==> src/rtl/alu_uart_pkg.sv <==
// Shared constants for the ALU/UART command sequencer: ASCII command bytes,
// ALU opcode values and the controller state encoding.
package alu_uart_pkg;

    localparam logic [7:0] CH_0   = 8'h30;
    localparam logic [7:0] CH_9   = 8'h39;
    localparam logic [7:0] CH_A   = 8'h41;
    localparam logic [7:0] CH_B   = 8'h42;
    localparam logic [7:0] CH_C   = 8'h43;
    localparam logic [7:0] CH_EQ  = 8'h3D;
    localparam logic [7:0] CH_ADD = 8'h2B;
    localparam logic [7:0] CH_SUB = 8'h2D;
    localparam logic [7:0] CH_AND = 8'h26;
    localparam logic [7:0] CH_OR  = 8'h7C;
    localparam logic [7:0] CH_XOR = 8'h78;
    localparam logic [7:0] CH_SRA = 8'h61;
    localparam logic [7:0] CH_SRL = 8'h6C;
    localparam logic [7:0] CH_NOR = 8'h6E;

    localparam logic [5:0] OP_ADD = 6'd32;
    localparam logic [5:0] OP_SUB = 6'd34;
    localparam logic [5:0] OP_AND = 6'd36;
    localparam logic [5:0] OP_OR  = 6'd37;
    localparam logic [5:0] OP_XOR = 6'd38;
    localparam logic [5:0] OP_SRA = 6'd3;
    localparam logic [5:0] OP_SRL = 6'd2;
    localparam logic [5:0] OP_NOR = 6'd39;

    typedef enum logic [1:0] {
        ST_IDLE     = 2'd0,
        ST_EXEC     = 2'd1,
        ST_TX_START = 2'd2,
        ST_TX_WAIT  = 2'd3
    } state_t;

    function automatic logic is_digit(input logic [7:0] b);
        return (b >= CH_0) && (b <= CH_9);
    endfunction

endpackage

==> src/rtl/dec_accum.sv <==
// Decimal operand accumulator: up to three digits folded into acc*10+digit,
// wrapping modulo 2^DBIT.
module dec_accum
    import alu_uart_pkg::*;
#(
    parameter int DBIT = 8
) (
    input  logic            clk,
    input  logic            reset,
    input  logic            load_digit,
    input  logic [3:0]      digit,
    input  logic            clear,
    output logic [DBIT-1:0] acc,
    output logic            count_full
);

    logic [DBIT-1:0] acc_reg;
    logic [1:0]      count_reg;

    assign count_full = (count_reg == 2'd3);
    assign acc        = acc_reg;

    // A digit offered while full is dropped here; the caller flags the error.
    always_ff @(posedge clk or negedge reset) begin
        if (!reset) begin
            acc_reg   <= '0;
            count_reg <= '0;
        end else if (clear) begin
            acc_reg   <= '0;
            count_reg <= '0;
        end else if (load_digit && !count_full) begin
            acc_reg   <= acc_reg * DBIT'(10) + DBIT'(digit);
            count_reg <= count_reg + 2'd1;
        end
    end

endmodule

==> src/rtl/alu_uart_ctrl.sv <==
// Command sequencer: parses ASCII operands/opcodes from the UART receiver,
// and on '=' returns the ALU result as one byte through the transmitter.
module alu_uart_ctrl
    import alu_uart_pkg::*;
#(
    parameter int DBIT = 8,
    parameter int OP_W = 6
) (
    input  logic            clk,
    input  logic            reset,
    input  logic            rx_done_tick,
    input  logic [DBIT-1:0] rx_dout,
    input  logic            tx_done_tick,
    input  logic [DBIT-1:0] alu_res,
    output logic [DBIT-1:0] A,
    output logic [DBIT-1:0] B,
    output logic [OP_W-1:0] Op,
    output logic            tx_start,
    output logic [DBIT-1:0] tx_din,
    output logic            busy,
    output logic            err
);

    state_t state_reg, state_next;

    logic [DBIT-1:0] a_reg, b_reg, tx_din_reg, acc;
    logic [OP_W-1:0] op_reg, op_next;
    logic            err_reg;
    logic            load_digit, acc_clear, count_full;
    logic            load_a, load_b, op_load, tx_load, err_set, err_clr;

    dec_accum #(.DBIT(DBIT)) u_dec_accum (
        .clk        (clk),
        .reset      (reset),
        .load_digit (load_digit),
        .digit      (rx_dout[3:0]),
        .clear      (acc_clear),
        .acc        (acc),
        .count_full (count_full)
    );

    always_ff @(posedge clk or negedge reset) begin
        if (!reset) state_reg <= ST_IDLE;
        else        state_reg <= state_next;
    end

    always_comb begin
        state_next = state_reg;
        load_digit = 1'b0;
        acc_clear  = 1'b0;
        load_a     = 1'b0;
        load_b     = 1'b0;
        op_load    = 1'b0;
        op_next    = op_reg;
        tx_load    = 1'b0;
        err_set    = 1'b0;
        err_clr    = 1'b0;
        unique case (state_reg)
            ST_IDLE: begin
                if (rx_done_tick) begin
                    if (is_digit(8'(rx_dout))) begin
                        load_digit = 1'b1;
                        err_set    = count_full;
                    end else begin
                        op_load = 1'b1;
                        case (8'(rx_dout))
                            CH_ADD:  op_next = OP_W'(OP_ADD);
                            CH_SUB:  op_next = OP_W'(OP_SUB);
                            CH_AND:  op_next = OP_W'(OP_AND);
                            CH_OR:   op_next = OP_W'(OP_OR);
                            CH_XOR:  op_next = OP_W'(OP_XOR);
                            CH_SRA:  op_next = OP_W'(OP_SRA);
                            CH_SRL:  op_next = OP_W'(OP_SRL);
                            CH_NOR:  op_next = OP_W'(OP_NOR);
                            default: op_load = 1'b0;
                        endcase
                        case (8'(rx_dout))
                            CH_A:  begin load_a = 1'b1; acc_clear = 1'b1; end
                            CH_B:  begin load_b = 1'b1; acc_clear = 1'b1; end
                            CH_C:  begin acc_clear = 1'b1; err_clr = 1'b1; end
                            CH_EQ: state_next = ST_EXEC;
                            default: err_set = !op_load;
                        endcase
                    end
                end
            end
            ST_EXEC: begin
                tx_load    = 1'b1;
                state_next = ST_TX_START;
            end
            ST_TX_START: state_next = ST_TX_WAIT;
            ST_TX_WAIT: if (tx_done_tick) state_next = ST_IDLE;
            default:    state_next = ST_IDLE;
        endcase
        // Bytes arriving while a result is in flight are lost.
        if (state_reg != ST_IDLE && rx_done_tick) err_set = 1'b1;
    end

    always_ff @(posedge clk or negedge reset) begin
        if (!reset) begin
            a_reg      <= '0;
            b_reg      <= '0;
            op_reg     <= '0;
            tx_din_reg <= '0;
            err_reg    <= 1'b0;
        end else begin
            if (load_a)  a_reg      <= acc;
            if (load_b)  b_reg      <= acc;
            if (op_load) op_reg     <= op_next;
            if (tx_load) tx_din_reg <= alu_res;
            if (err_clr)      err_reg <= 1'b0;
            else if (err_set) err_reg <= 1'b1;
        end
    end

    assign A        = a_reg;
    assign B        = b_reg;
    assign Op       = op_reg;
    assign tx_din   = tx_din_reg;
    assign tx_start = (state_reg == ST_TX_START);
    assign busy     = (state_reg != ST_IDLE);
    assign err      = err_reg;

endmodule

==> config.mk <==
export PLATFORM = sky130hd
export DESIGN_NAME = alu_uart_ctrl
export DESIGN_NICKNAME = d
export VERILOG_FILES = /design/src/rtl/alu_uart_pkg.sv /design/src/rtl/dec_accum.sv /design/src/rtl/alu_uart_ctrl.sv
export SDC_FILE = /design/constraint.sdc
export NUM_CORES = 1
export LEC_CHECK = 0
export BUFFER_PORTS_ARGS = -buffer_cell sky130_fd_sc_hd__buf_2
export CAP_MARGIN = 10
export CORE_ASPECT_RATIO = 1.5
export CORE_MARGIN = 5
export CORE_UTILIZATION = 30
export CTS_BUF_LIST = sky130_fd_sc_hd__clkbuf_2
export DETAILED_ROUTE_END_ITERATION = 10
export SLEW_MARGIN = 30
export SYNTH_ARGS = -nofsm -noshare
export SYNTH_HDL_FRONTEND = slang
export SYNTH_SLANG_ARGS = --single-unit
==> constraint.sdc <==
create_clock -name clk -period 3.27 [get_ports clk]
set_input_delay 0.4905 -clock clk [delete_from_list [all_inputs] [get_ports clk]]
set_output_delay 0.4905 -clock clk [all_outputs]
set_load 0.02 [all_outputs]
==> results_dict.tcl, run 1 <==
set metrics [dict create \
    setup.worst_path.class "flip-flop to flip-flop" \
    post_cts_buffers 0 \
    yosys_warnings 0 \
    tritoncts "done" \
    initial_core_util 0.309 \
    drc 0 \
    slew_headroom 0.519 \
    startpoint_type "flip-flop" \
    arrival_ns 2.88 \
    routed_wl_mm 4.86 \
    async_flop_share 1.00 \
    leakage_uw 0.00137 \
    syn_area_mm2 0.00225 \
    wl_per_cell_um 14.1 \
    finalCritPeriodShare 0.775 \
    synth_commonest_cells "dfrtp_1 (41), mux2_1 (17), ha_1 (16), nor2_1 (13), inv_1 (11)" \
    drive_above_1_share 0.282 \
    antenna_found_initial 1 \
    postSynthAreaPerCell_um2 11.8 \
    final_util 0.367 \
    min_period_ns 2.53 \
    seq_area_frac_synth 0.457 \
    setup_viol 0 \
    setup_ws_ns 0.735 \
    rsz0062_at_grt "false" \
    drt_iter0_drc 78 \
    numCtsBuffers 5 \
    die_height_um 116 \
    skew_ns 0.00822 \
    cts-root-buf "clkbuf_2" \
    grt_pass1_vias 1654 \
    core_mm2 0.00727 \
    cts.repair.resized 0 \
    worstMarginPinSlew_ns 0.720 \
    grt_pass1_wl_mm 8.27 \
    yosysTopAreaCellShare 0.457 \
    fin_total_pwr_uw 1690 \
    required_ns 3.61 \
    cts_hold_buf 0 \
    hold_violations 0 \
    synth_most_common_cell "dfrtp_1" \
    yosys.area.top_type "dfrtp_1" \
    grt_max_degree 42 \
    synth.area.top_cells "dfrtp_1 (46%), ha_1 (8.9%), mux2_1 (8.5%)" \
    max_freq_ghz 0.394 \
    area_growth_pct 18.9 \
    clk_pin_slew_ns 0.21 \
    drt_pass1_iterations 6 \
    ios 53 \
    hold_class "primary input to async pin" \
    dp_hpwl_mm 3.77 \
    cts_sinks 41 \
    place_ws_ns 0.753 \
    status "finished clean" \
    nets 282 \
    dieArea_mm2 0.00936 \
    via_per_inst 4.74 \
    slew_viol_final 0 \
    placementRows 38 \
    clkLatencyLatePin_ns 0.41 \
    setup_tns_ns 0 \
    htreeDepth 2 \
    p_per_area_mw_per_mm2 634 \
    track_usage 0.115 \
    synth_edf_count 0 \
    ir_drop_mv 0.202 \
    overflow 0 \
    critPathMaxFanout 6 \
    vias 1639 \
    ys.flop_type "dfrtp_1" \
    port_buffers 50 \
    syn_inst 191 \
    place_congestion 0.881 \
    cap_violations 0 \
    end_kind "flip-flop" \
    synth.distinct_cells 47 \
    ant_nets 0 \
    clk_path_buf_depth 2 \
    ys_seq_elements 41 \
    dieWidth_um 80.7 \
]
power by group:
group / internal (uW) / total, uW / switching, uW
registers: 625 / 706 / 81.1
logic: 310 / 686 / 376
clock network: 126 / 301 / 174
total: 1060 / 1690 / 631
logic make-up after synthesis:
kind of cell | Yosys count | share of synthesized area
buffers and inverters | 17 | 0.0329
other | 1 | 0.00167
xor gates and xnor gates | 9 | 0.0351
DFF | 41 | 0.457
AOI/OAI and AO/OA | 34 | 0.116
adders and majority gates | 18 | 0.107
muxes | 29 | 0.144
and+or+nand+nor | 42 | 0.107
per-stage QoR:
stage          instances  hold slack (ns)  area, um2
2_1_floorplan        192            0.195       2250
3_3_place_gp         337            0.473       2600
3_5_place_dp         337            0.476       2600
4_1_cts              345            0.196       2670
5_1_grt              346           0.0271       2670
6_report             346           0.0186       2670
routing by layer:
metal,vias up,wire (um),global-route usage
met2,45,2590,0.208
met3,6,246,0.0226
met5,-,0,0
li1,790,-,-
met4,0,89,0.0541
met1,798,1940,0.128
cell usage in the layout (no fill, tap or decap), types with 5 or more instances in the layout:
cell type	instances
mux2_1	17
a22o_1	8
dfrtp_1	41
mux2_2	9
inv_1	11
clkbuf_2	5
nor2_1	13
buf_2	49
ha_1	16
nand2_1	5
xnor2_1	7
path summary, 6_finish.rpt:
check	from	to	slack (ns)	cells past startpoint
max	u_dec_accum.acc[1]	u_dec_accum.acc[7]	0.74	8
min	reset	Op[0]	0.02	1
max reg2reg	u_dec_accum.acc[1]	u_dec_accum.acc[7]	0.74	8
min reg2reg	B[2]	B[2]	0.51	1
max in group asynchronous	reset	A[0]	2.88	1
min in group clk	alu_res[1]	tx_din[1]	0.29	2
layout make-up:
type                    count  area (um2)
fillers                   742        4600
multi-input cells         134        1150
flip-flops and latches     41        1030
repair buffers             51         260
well taps                 100         125
clock inverters             3        41.3
inverters                  11        41.3
clock buffers               5        25.0
diodes                      1        2.50
critical path, cell delays in order, from the launching register on:
cell	delay (ns)
dfrtp_1	0.50
ha_1	0.33
ha_1	0.21
inv_1	0.07
fa_1	0.45
nor4b_1	0.40
xnor2_1	0.14
xnor2_1	0.14
a211oi_1	0.22
No activity file was read; power rests on OpenSTA's default activity.
==> run 2: changes to the inputs <==
clock period = 2.17 ns   (was 3.27 ns; I/O delays follow)
==> run 2 against run 1 <==
Effect of this change: sequential share of layout area down 1.2 points; critical endpoint unchanged; clock power up 10%; register-to-register slack worse by 0.82 ns; via count up 1.7%; flip-flop and latch count unchanged; routed wire length is 0.49% higher; the run now ends with setup timing left; combinational power up 68%; worst setup slack worse by 0.82 ns; count of clock-buffer cells in the layout is the same; non-clock buffer count is 11 higher; first-iteration DRC count decreased by 37%; largest cell class unchanged.
==> results_dict.tcl, run 2 (same netlist as run 1, synthesis figures left out) <==
set metrics [dict create \
    numCtsBuffers 5 \
    ff2ff_setup_slack_ns -0.09 \
    hold_class "primary input to flip-flop" \
    nFillCells 743 \
    port_buffers 50 \
    layout_common_cells "buf_2 (50), dfrtp_1 (41), mux2_1 (17), ha_1 (15), nor2_1 (13)" \
    hp-start "alu_res[2]" \
    drt_pass1_iterations 4 \
    grt_pass1_wl_mm 7.94 \
    startpoint_type "flip-flop" \
    drive_above_1_share 0.332 \
    crit_top_cell "xnor2_1" \
    dieArea_mm2 0.00936 \
    status "finished with violations" \
    setup.worst_path.class "flip-flop to flip-flop" \
    die_height_um 116 \
    rsz0062_at_grt "true" \
    vias 1667 \
    drc 0 \
    leakage_uw 0.00141 \
    wl_per_cell_um 13.7 \
    clkLatencyLatePin_ns 0.40 \
    dieWidth_um 80.7 \
    grt_pass1_vias 1657 \
    clk_path_buf_depth 2 \
    ios 53 \
    cts_sinks 41 \
    drt_iter0_drc 49 \
    cap_violations 0 \
    via_per_inst 4.66 \
    fin_total_pwr_uw 2520 \
    ant_nets 0 \
    slew_headroom 0.650 \
    p_per_area_mw_per_mm2 915 \
    area_growth_pct 22.7 \
    antenna_found_initial 2 \
    holdPathStages 2 \
    hold_violations 0 \
    routed_wl_mm 4.89 \
    post_cts_buffers 0 \
    setup_ws_ns -0.0881 \
    end_kind "flip-flop" \
    tritoncts "done" \
    final_common_cell "buf_2" \
    slew_viol_final 0 \
    ir_drop_mv 0.264 \
    placementRows 38 \
    initial_core_util 0.309 \
    reg2regPathDepth 9 \
    setup_viol 1 \
    r2r_end "u_dec_accum.acc[7]" \
    required_ns 2.49 \
    overflow 0 \
    finalCritPeriodShare 1.04 \
    htreeDepth 2 \
    slowest_delay_ns 0.44 \
    place_congestion 0.843 \
    crit_chain "ha_1 > ha_2 > inv_2 > fa_2 > xor2_2 > nor4b_2 > xnor2_1 > xnor2_1 > a211oi_1" \
    min_period_ns 2.26 \
    place_ws_ns -0.0519 \
    grt_max_degree 42 \
    hold_end "tx_din[2]" \
    skew_ns 0.00523 \
    nets 293 \
    violations "setup timing" \
    cts-root-buf "clkbuf_2" \
    timing.rr.start "u_dec_accum.acc[3]" \
    final_util 0.379 \
    slowest_stage "dfrtp_1" \
    clk_pin_slew_ns 0.21 \
    dp_hpwl_mm 3.92 \
    arrival_ns 2.58 \
    critPathMaxFanout 2 \
    max_freq_ghz 0.443 \
    worstMarginPinSlew_ns 0.524 \
    track_usage 0.111 \
    core_mm2 0.00727 \
]
[run 2: worst max-delay path, delay by kind of cell, from the launching register on]
family | cells | cell delay (ns)
flip-flops | 1 | 0.44
AND/OR/NAND/NOR | 1 | 0.24
XOR/XNOR | 3 | 0.42
adder cells (fa/ha/maj) | 3 | 0.83
AO/OA/AOI/OAI | 1 | 0.21
buffers and inverters | 1 | 0.04
[run 2: metal layers]
metal	routed length (um)	GRT usage	vias to the layer above
li1	-	-	809
met1	1950	0.124	804
met2	2620	0.197	42
met3	201	0.0202	12
met4	111	0.0598	0
met5	0	0	-
[run 2: power breakdown]
group	total (uW)	leakage, uW	internal [uW]	switching (uW)
clock network	331	0.0000304	76.4	255
registers	1040	0.000531	942	98.5
logic	1150	0.000853	533	618
total	2520	0.00141	1550	971
[run 2: final cells by class]
type / instances / area [um2] / area share
inverters: 11 / 41.3 / 0.0150
well taps: 100 / 125 / 0.0454
diodes: 2 / 5.00 / 0.00181
flip-flops and latches: 41 / 1030 / 0.372
repair buffers: 62 / 343 / 0.124
clock inverters: 3 / 17.5 / 0.00635
clock buffers: 5 / 25.0 / 0.00907
multi-input cells: 134 / 1170 / 0.426
[run 2: through the flow]
step	instances	TNS (ns)	instance area [um2]	hold slack, ns
finish	358	-0.0881	2760	0.139
global route	358	-0.271	2760	0.0760
CTS	356	-0.130	2750	0.106
detailed placement	347	-0.0519	2700	0.427
global placement	347	0	2700	0.426
floorplan	192	0	2270	0.0299
[run 2: timing repair]
action,in CTS,in global routing
setup endpoints to repair,2,2
resized for setup,1,0
hold buffers,1,0
hold endpoints to repair,41,0
pin swaps,0,2
[run 2: worst max-delay path by stage]
stage,end,from,slack [ns],cells after the start
floorplan,u_dec_accum.acc[7],u_dec_accum.acc[1],0.00006,8
global placement,u_dec_accum.acc[7],u_dec_accum.acc[3],0.02,9
detailed placement,u_dec_accum.acc[7],u_dec_accum.acc[3],-0.05,9
CTS,u_dec_accum.acc[7],u_dec_accum.acc[3],-0.13,9
global route,u_dec_accum.acc[7],u_dec_accum.acc[3],-0.27,9
finish,u_dec_accum.acc[7],u_dec_accum.acc[3],-0.09,9
